--- src/rtl/aes_pkg.sv ---
// rtl/aes_pkg.sv - shared AES-128 key-schedule constants and types
package aes_pkg;

  localparam int AES_NR     = 10;
  localparam int AES_KEY_W  = 128;
  localparam int AES_WORD_W = 32;

  typedef logic [3:0] aes_round_t;

  typedef enum logic [0:0] {
    IDLE   = 1'b0,
    EXPAND = 1'b1
  } aes_state_e;

  // Entry 0 is unused so that round r uses AES_RCON[r].
  localparam logic [7:0] AES_RCON [0:AES_NR] = '{
    8'h00, 8'h01, 8'h02, 8'h04, 8'h08, 8'h10,
    8'h20, 8'h40, 8'h80, 8'h1b, 8'h36
  };

endpackage

--- src/rtl/aes_sbox.sv ---
// rtl/aes_sbox.sv - combinational AES forward S-box, one byte in, one byte out
module aes_sbox (
  input  logic [7:0] data_i,
  output logic [7:0] data_o
);

  localparam logic [7:0] SBOX [0:255] = '{
    8'h63, 8'h7c, 8'h77, 8'h7b, 8'hf2, 8'h6b, 8'h6f, 8'hc5, 8'h30, 8'h01, 8'h67, 8'h2b, 8'hfe, 8'hd7, 8'hab, 8'h76,
    8'hca, 8'h82, 8'hc9, 8'h7d, 8'hfa, 8'h59, 8'h47, 8'hf0, 8'had, 8'hd4, 8'ha2, 8'haf, 8'h9c, 8'ha4, 8'h72, 8'hc0,
    8'hb7, 8'hfd, 8'h93, 8'h26, 8'h36, 8'h3f, 8'hf7, 8'hcc, 8'h34, 8'ha5, 8'he5, 8'hf1, 8'h71, 8'hd8, 8'h31, 8'h15,
    8'h04, 8'hc7, 8'h23, 8'hc3, 8'h18, 8'h96, 8'h05, 8'h9a, 8'h07, 8'h12, 8'h80, 8'he2, 8'heb, 8'h27, 8'hb2, 8'h75,
    8'h09, 8'h83, 8'h2c, 8'h1a, 8'h1b, 8'h6e, 8'h5a, 8'ha0, 8'h52, 8'h3b, 8'hd6, 8'hb3, 8'h29, 8'he3, 8'h2f, 8'h84,
    8'h53, 8'hd1, 8'h00, 8'hed, 8'h20, 8'hfc, 8'hb1, 8'h5b, 8'h6a, 8'hcb, 8'hbe, 8'h39, 8'h4a, 8'h4c, 8'h58, 8'hcf,
    8'hd0, 8'hef, 8'haa, 8'hfb, 8'h43, 8'h4d, 8'h33, 8'h85, 8'h45, 8'hf9, 8'h02, 8'h7f, 8'h50, 8'h3c, 8'h9f, 8'ha8,
    8'h51, 8'ha3, 8'h40, 8'h8f, 8'h92, 8'h9d, 8'h38, 8'hf5, 8'hbc, 8'hb6, 8'hda, 8'h21, 8'h10, 8'hff, 8'hf3, 8'hd2,
    8'hcd, 8'h0c, 8'h13, 8'hec, 8'h5f, 8'h97, 8'h44, 8'h17, 8'hc4, 8'ha7, 8'h7e, 8'h3d, 8'h64, 8'h5d, 8'h19, 8'h73,
    8'h60, 8'h81, 8'h4f, 8'hdc, 8'h22, 8'h2a, 8'h90, 8'h88, 8'h46, 8'hee, 8'hb8, 8'h14, 8'hde, 8'h5e, 8'h0b, 8'hdb,
    8'he0, 8'h32, 8'h3a, 8'h0a, 8'h49, 8'h06, 8'h24, 8'h5c, 8'hc2, 8'hd3, 8'hac, 8'h62, 8'h91, 8'h95, 8'he4, 8'h79,
    8'he7, 8'hc8, 8'h37, 8'h6d, 8'h8d, 8'hd5, 8'h4e, 8'ha9, 8'h6c, 8'h56, 8'hf4, 8'hea, 8'h65, 8'h7a, 8'hae, 8'h08,
    8'hba, 8'h78, 8'h25, 8'h2e, 8'h1c, 8'ha6, 8'hb4, 8'hc6, 8'he8, 8'hdd, 8'h74, 8'h1f, 8'h4b, 8'hbd, 8'h8b, 8'h8a,
    8'h70, 8'h3e, 8'hb5, 8'h66, 8'h48, 8'h03, 8'hf6, 8'h0e, 8'h61, 8'h35, 8'h57, 8'hb9, 8'h86, 8'hc1, 8'h1d, 8'h9e,
    8'he1, 8'hf8, 8'h98, 8'h11, 8'h69, 8'hd9, 8'h8e, 8'h94, 8'h9b, 8'h1e, 8'h87, 8'he9, 8'hce, 8'h55, 8'h28, 8'hdf,
    8'h8c, 8'ha1, 8'h89, 8'h0d, 8'hbf, 8'he6, 8'h42, 8'h68, 8'h41, 8'h99, 8'h2d, 8'h0f, 8'hb0, 8'h54, 8'hbb, 8'h16
  };

  assign data_o = SBOX[data_i];

endmodule

--- src/rtl/aes_key_expander.sv ---
// rtl/aes_key_expander.sv - iterative AES-128 key schedule, one round key per rk_valid/rk_ready transfer
// Define AES_KEY_CACHE_EN to retain all eleven round keys for random-access readout via rk_rd_idx.
module aes_key_expander
  import aes_pkg::*;
#(
  parameter int NR = AES_NR
) (
  input  logic                 clk,
  input  logic                 rst_n,
  input  logic                 key_load,
  input  logic [AES_KEY_W-1:0] key_in,
  output logic                 busy,
  output logic                 rk_valid,
  input  logic                 rk_ready,
  output logic [AES_KEY_W-1:0] rk_out,
  output logic [3:0]           rk_round,
  output logic                 done,
  input  logic [3:0]           rk_rd_idx,
  output logic [AES_KEY_W-1:0] rk_rd_data
);

  if (NR != AES_NR) begin : g_nr_check
    $error("aes_key_expander: only NR=10 (AES-128) is supported");
  end

  localparam aes_round_t LAST_ROUND = aes_round_t'(NR);

  aes_state_e             state_q, state_d;
  logic [AES_KEY_W-1:0]   key_q, key_d;
  aes_round_t             round_q, round_d;
  logic                   done_q, done_d;
  logic                   key_we;

  logic [AES_WORD_W-1:0]  w0, w1, w2, w3;
  logic [AES_WORD_W-1:0]  rot_w3, sub_w3, temp;
  logic [AES_WORD_W-1:0]  n0, n1, n2, n3;
  logic [AES_KEY_W-1:0]   next_key;
  logic [7:0]             rcon;

  assign {w0, w1, w2, w3} = key_q;
  assign rot_w3 = {w3[23:0], w3[31:24]};

  for (genvar i = 0; i < 4; i++) begin : g_subword
    aes_sbox u_sbox (
      .data_i (rot_w3[8*i +: 8]),
      .data_o (sub_w3[8*i +: 8])
    );
  end

  // Guard keeps the RCON index inside 1..10; next_key is unused at the last round.
  assign rcon     = (round_q < LAST_ROUND) ? AES_RCON[round_q + aes_round_t'(1)] : 8'h00;
  assign temp     = sub_w3 ^ {rcon, 24'h000000};
  assign n0       = w0 ^ temp;
  assign n1       = w1 ^ n0;
  assign n2       = w2 ^ n1;
  assign n3       = w3 ^ n2;
  assign next_key = {n0, n1, n2, n3};

  always_comb begin
    state_d = state_q;
    key_d   = key_q;
    round_d = round_q;
    done_d  = 1'b0;
    key_we  = 1'b0;
    case (state_q)
      IDLE: begin
        if (key_load) begin
          key_d   = key_in;
          round_d = '0;
          state_d = EXPAND;
          key_we  = 1'b1;
        end
      end
      EXPAND: begin
        if (rk_ready) begin
          if (round_q == LAST_ROUND) begin
            state_d = IDLE;
            done_d  = 1'b1;
          end else begin
            key_d   = next_key;
            round_d = round_q + aes_round_t'(1);
            key_we  = 1'b1;
          end
        end
      end
      default: state_d = IDLE;
    endcase
  end

  always_ff @(posedge clk or negedge rst_n) begin
    if (!rst_n) begin
      state_q <= IDLE;
      key_q   <= '0;
      round_q <= '0;
      done_q  <= 1'b0;
    end else begin
      state_q <= state_d;
      key_q   <= key_d;
      round_q <= round_d;
      done_q  <= done_d;
    end
  end

  assign busy     = (state_q == EXPAND);
  assign rk_valid = (state_q == EXPAND);
  assign rk_out   = key_q;
  assign rk_round = round_q;
  assign done     = done_q;

`ifdef AES_KEY_CACHE_EN
  logic [AES_KEY_W-1:0] cache_q [0:AES_NR];

  // Written alongside the key register so each slot holds the key shown for that round.
  always_ff @(posedge clk or negedge rst_n) begin
    if (!rst_n) begin
      for (int i = 0; i <= AES_NR; i++) begin
        cache_q[i] <= '0;
      end
    end else if (key_we) begin
      cache_q[round_d] <= key_d;
    end
  end

  assign rk_rd_data = (rk_rd_idx <= aes_round_t'(AES_NR)) ? cache_q[rk_rd_idx] : '0;
`else
  logic unused_rd_idx;
  assign unused_rd_idx = ^{rk_rd_idx, key_we};
  assign rk_rd_data    = '0;
`endif

endmodule

--- config.mk ---
export PLATFORM = sky130hd
export DESIGN_NAME = aes_key_expander
export DESIGN_NICKNAME = d
export VERILOG_FILES = /design/src/rtl/aes_pkg.sv /design/src/rtl/aes_sbox.sv /design/src/rtl/aes_key_expander.sv
export SDC_FILE = /design/constraint.sdc
export NUM_CORES = 1
export LEC_CHECK = 0
export CAP_MARGIN = 20
export CORE_AREA = 3 3 270 272
export CTS_CLUSTER_DIAMETER = 30
export CTS_CLUSTER_SIZE = 30
export DETAILED_ROUTE_END_ITERATION = 10
export DIE_AREA = 0 0 273 275
export HOLD_SLACK_MARGIN = 0.15
export REMOVE_ABC_BUFFERS = 1
export SYNTH_ARGS = -nofsm -noshare
export SYNTH_HDL_FRONTEND = slang
export SYNTH_SLANG_ARGS = --single-unit
--- constraint.sdc ---
create_clock -name clk -period 3.5 [get_ports clk]
set_input_delay 0.35 -clock clk [delete_from_list [all_inputs] [get_ports clk]]
set_output_delay 0.35 -clock clk [all_outputs]
set_load 0.01 [all_outputs]
==> results of run 1 <==
## final cells by class
cell class	instances	share of cell area
antenna	3	0.000235
clock buffer	20	0.0143
clock inverter	12	0.00446
inverter	71	0.00860
multi-input combinational	2698	0.609
sequential	134	0.106
tap	950	0.0371
timing repair buffer	759	0.220
## stage by stage
stage	util	setup TNS [ns]	hold WS (ns)	setup slack (ns)	cell area (um^2)
3_5_place_dp	0.429	-1.12	0.355	-0.277	30500
4_1_cts	0.440	0	0.375	0.00335	31200
3_3_place_gp	0.429	-0.737	0.351	-0.219	30500
2_1_floorplan	-	-370.49	0.0544	-3.94	22400
6_report	0.451	0	0.370	0.0161	32000
5_1_grt	0.451	-0.110	0.410	-0.0354	32000
## repair_timing
| action | 4_1_cts | 5_1_grt |
|---|---|---|
| hold buffers | 1 | 0 |
| setup endpoints to repair | 21 | 70 |
| endpoints found under the hold margin | 51 | 0 |
| pin swaps | 9 | 25 |
| cloned | 0 | 1 |
| gates resized for setup | 31 | 144 |
| buffers inserted | 0 | 16 |
## state kept, by name, indices dropped and copies added (netlist names)
register and count:
busy 1, rk_round 4, rk_out 128, done 1
## worst paths after layout
path	to	slack (ns)	cells past startpoint
worst max-delay path	rk_out[22]	0.02	14
worst min-delay path	rk_out[94]	0.37	2
worst max register to register	rk_out[22]	0.02	14
worst min register to register	rk_out[121]	0.53	2
max in group asynchronous	rk_out[27]	2.26	3
min in group clk	rk_out[41]	0.42	3
## synthesized netlist by cell type (19+ instances only)
master,n,share of area
a211oi_1,74,0.023
a21o_1,25,0.0076
a21oi_1,241,0.049
a221oi_1,25,0.0089
a311oi_1,45,0.016
a31oi_1,63,0.016
and2_1,33,0.0084
and3_1,36,0.0091
buf_1,32,0.0049
buf_2,128,0.026
buf_4,150,0.046
clkbuf_1,176,0.027
dfrtp_1,134,0.14
ha_1,65,0.033
inv_1,55,0.0084
mux2i_1,90,0.037
mux4_2,85,0.078
nand2_1,249,0.038
nand2b_1,87,0.022
nand3_1,113,0.023
nor2_1,225,0.034
nor2b_1,82,0.021
nor3_1,93,0.019
nor3b_1,19,0.0058
o2111ai_1,20,0.0071
o211ai_1,41,0.012
o21a_1,19,0.0058
o21ai_0,199,0.040
o22ai_1,53,0.013
o311ai_0,31,0.011
o31ai_1,33,0.010
or2_2,28,0.0071
or3_1,40,0.010
xnor2_1,72,0.026
xor2_1,43,0.015
## per-layer routing
metal  vias up  wire (um)  share of wire  global-route usage
met2      1857      50100           0.42               0.442
met5         -         12        0.00010                   0
met1     13900      48900           0.41               0.415
met4         2       6230          0.053               0.140
li1      12800          -              -                   -
met3       360      12700           0.11              0.0687
## cells by family after synthesis
logic type               share of synthesized area
flip-flops                                   0.136
adder cells (fa/ha/maj)                     0.0330
AO/OA/AOI/OAI                                0.301
other                                     0.000152
XOR/XNOR                                    0.0621
multiplexers                                 0.122
buffers and inverters                        0.122
AND/OR/NAND/NOR                              0.223
==> metrics.log, run 1 <==
INFO  metric synth-seq-area-share = 0.136
INFO  metric path_max_fanout = 7
INFO  metric max_cap_viol_count = 0
INFO  metric fin_cells = roughly 4,600
INFO  metric finalHoldViolations = 0
INFO  metric num-fill-cells = 7,062
INFO  metric routed_via_density = 6.23
INFO  metric number_of_detailed_route_iterations_in_the_first_pass = 8
INFO  metric yosysWarningCount = 0
INFO  metric io_buffer_count = 266
INFO  metric layout_common_cells = buf_4 (430), clkdlybuf4s50_1 (264), nand2_1 (241)
INFO  metric regArea = ~0.0034 mm^2
INFO  metric cp-startpoint = rk_out[8]
INFO  metric dp.final_hpwl = 86,700 um
INFO  metric cts_made_buffers = 17
INFO  metric ant_nets = 0
INFO  metric tritoncts = yes
INFO  metric setup_repair_after_global_routing_missed_its_margin = yes
INFO  metric syn_inst_count = around 3,300
INFO  metric slew_headroom = 0.515
INFO  metric crit_path_start_kind = flip-flop
INFO  metric first_pass_grt_wire_length = 173,000 um
INFO  metric worst-slew-pin-transition = 0.728 ns
INFO  metric report.final.slew_viol_count = 0
INFO  metric first_iter_violations = between 4,000 and 5,000
INFO  metric cell_variety_after_synth = roughly 110
INFO  metric netlist_area = 0.0246 mm^2
INFO  metric gp_congestion = 1.02
INFO  metric synth-edff-count = 0
INFO  metric crit_path_cell_trace = inv_6, ha_2, buf_4, nand2b_2, o22ai_1, nor2_1, mux4_2, mux4_2, xor2_4, buf_6, xnor2_4, nor2_1, a211oi_1, buf_4
INFO  metric route.final.wire_length = 118,000 um
INFO  metric pin_count_of_the_biggest_net_entering_global_routing = 79
INFO  metric fp.dieW = 273 um
INFO  metric achievable-frequency = approximately 0.29 GHz
INFO  metric critical-path-slowest-cell = mux4_2
INFO  metric grt_antenna_before_repair = 5
INFO  metric synth-async-reset-ratio = 1.00
INFO  metric clk_sinks = 134
INFO  metric ff_latch_count_synth = 134
INFO  metric route.detailed.drc = 0
INFO  metric setup_violations = 0
INFO  metric timing_worst_setup_path_type = reg2reg
INFO  metric clk_pin_slew_worst_paths = 0.08 ns
INFO  metric layout.nets = just under 4,000
INFO  metric period_share = 0.995
INFO  metric grt_remaining_overflow = 0
INFO  metric insertion_delay = approximately 0.5 ns
INFO  metric worst_hold_path_type = in2async
INFO  metric crit_buf_inv = 4
INFO  metric track_usage = 0.300
INFO  metric numPlacedInstances = ~4,600
INFO  metric drive_above_1_share = 0.235
INFO  metric final.setup_skew = 0.0217 ns
INFO  metric final_period_minus_worst_setup_slack = 3.48 ns
INFO  metric multi_input_comb_area = around 0.019 mm^2
INFO  metric critical_path_required = slightly below 4 ns
INFO  metric maximum_count_of_clock_buffers_along_a_single_path = 2
INFO  metric cp_slowest_stage_delay = between 0.5 and 0.6 ns
INFO  metric ios = roughly 400
INFO  metric fp-row-count = 98
INFO  metric regToRegStartpoint = rk_out[8]
INFO  metric number_of_global_route_vias_before_repair = 26,500
INFO  metric die_height = 275 um
INFO  metric ctsHtreeMaxLevel = 4
INFO  metric areaGrowthSynthToFinish = 29.9%
INFO  metric clock_tree.root_cell = clkbuf_16
INFO  metric cp-end-kind = flip-flop
INFO  metric synthesis.area_per_instance = approximately 7.5 um^2
INFO  metric core_area = around 0.071 mm^2
INFO  metric routed_length_per_placed_instance = 25.4 um
INFO  metric routed_vias = 28,900
INFO  metric cp_top_family = multiplexers
INFO  metric mostFrequentLayoutCell = buf_4
INFO  metric status = finished, final reports clean
INFO  metric postSynth.topFlopCell = dfrtp_1
INFO  metric critPathArrivalTime = 3.91 ns
INFO  metric floorplan.initialDensity = 0.347
INFO  metric die-area = 0.0751 mm^2
Power of run 1 is left out: the tool's default activity adds up to more than one toggle a clock period on the data nets, which glitch-free logic cannot reach.
==> run 2: changes to the inputs <==
- HOLD_SLACK_MARGIN: 0.15 -> 0.03
- SLEW_MARGIN: default -> 15
==> results of run 2 <==
Final layout, timing and power as in run 1 (identical DEF).
Power of run 2 is left out for the same reason.
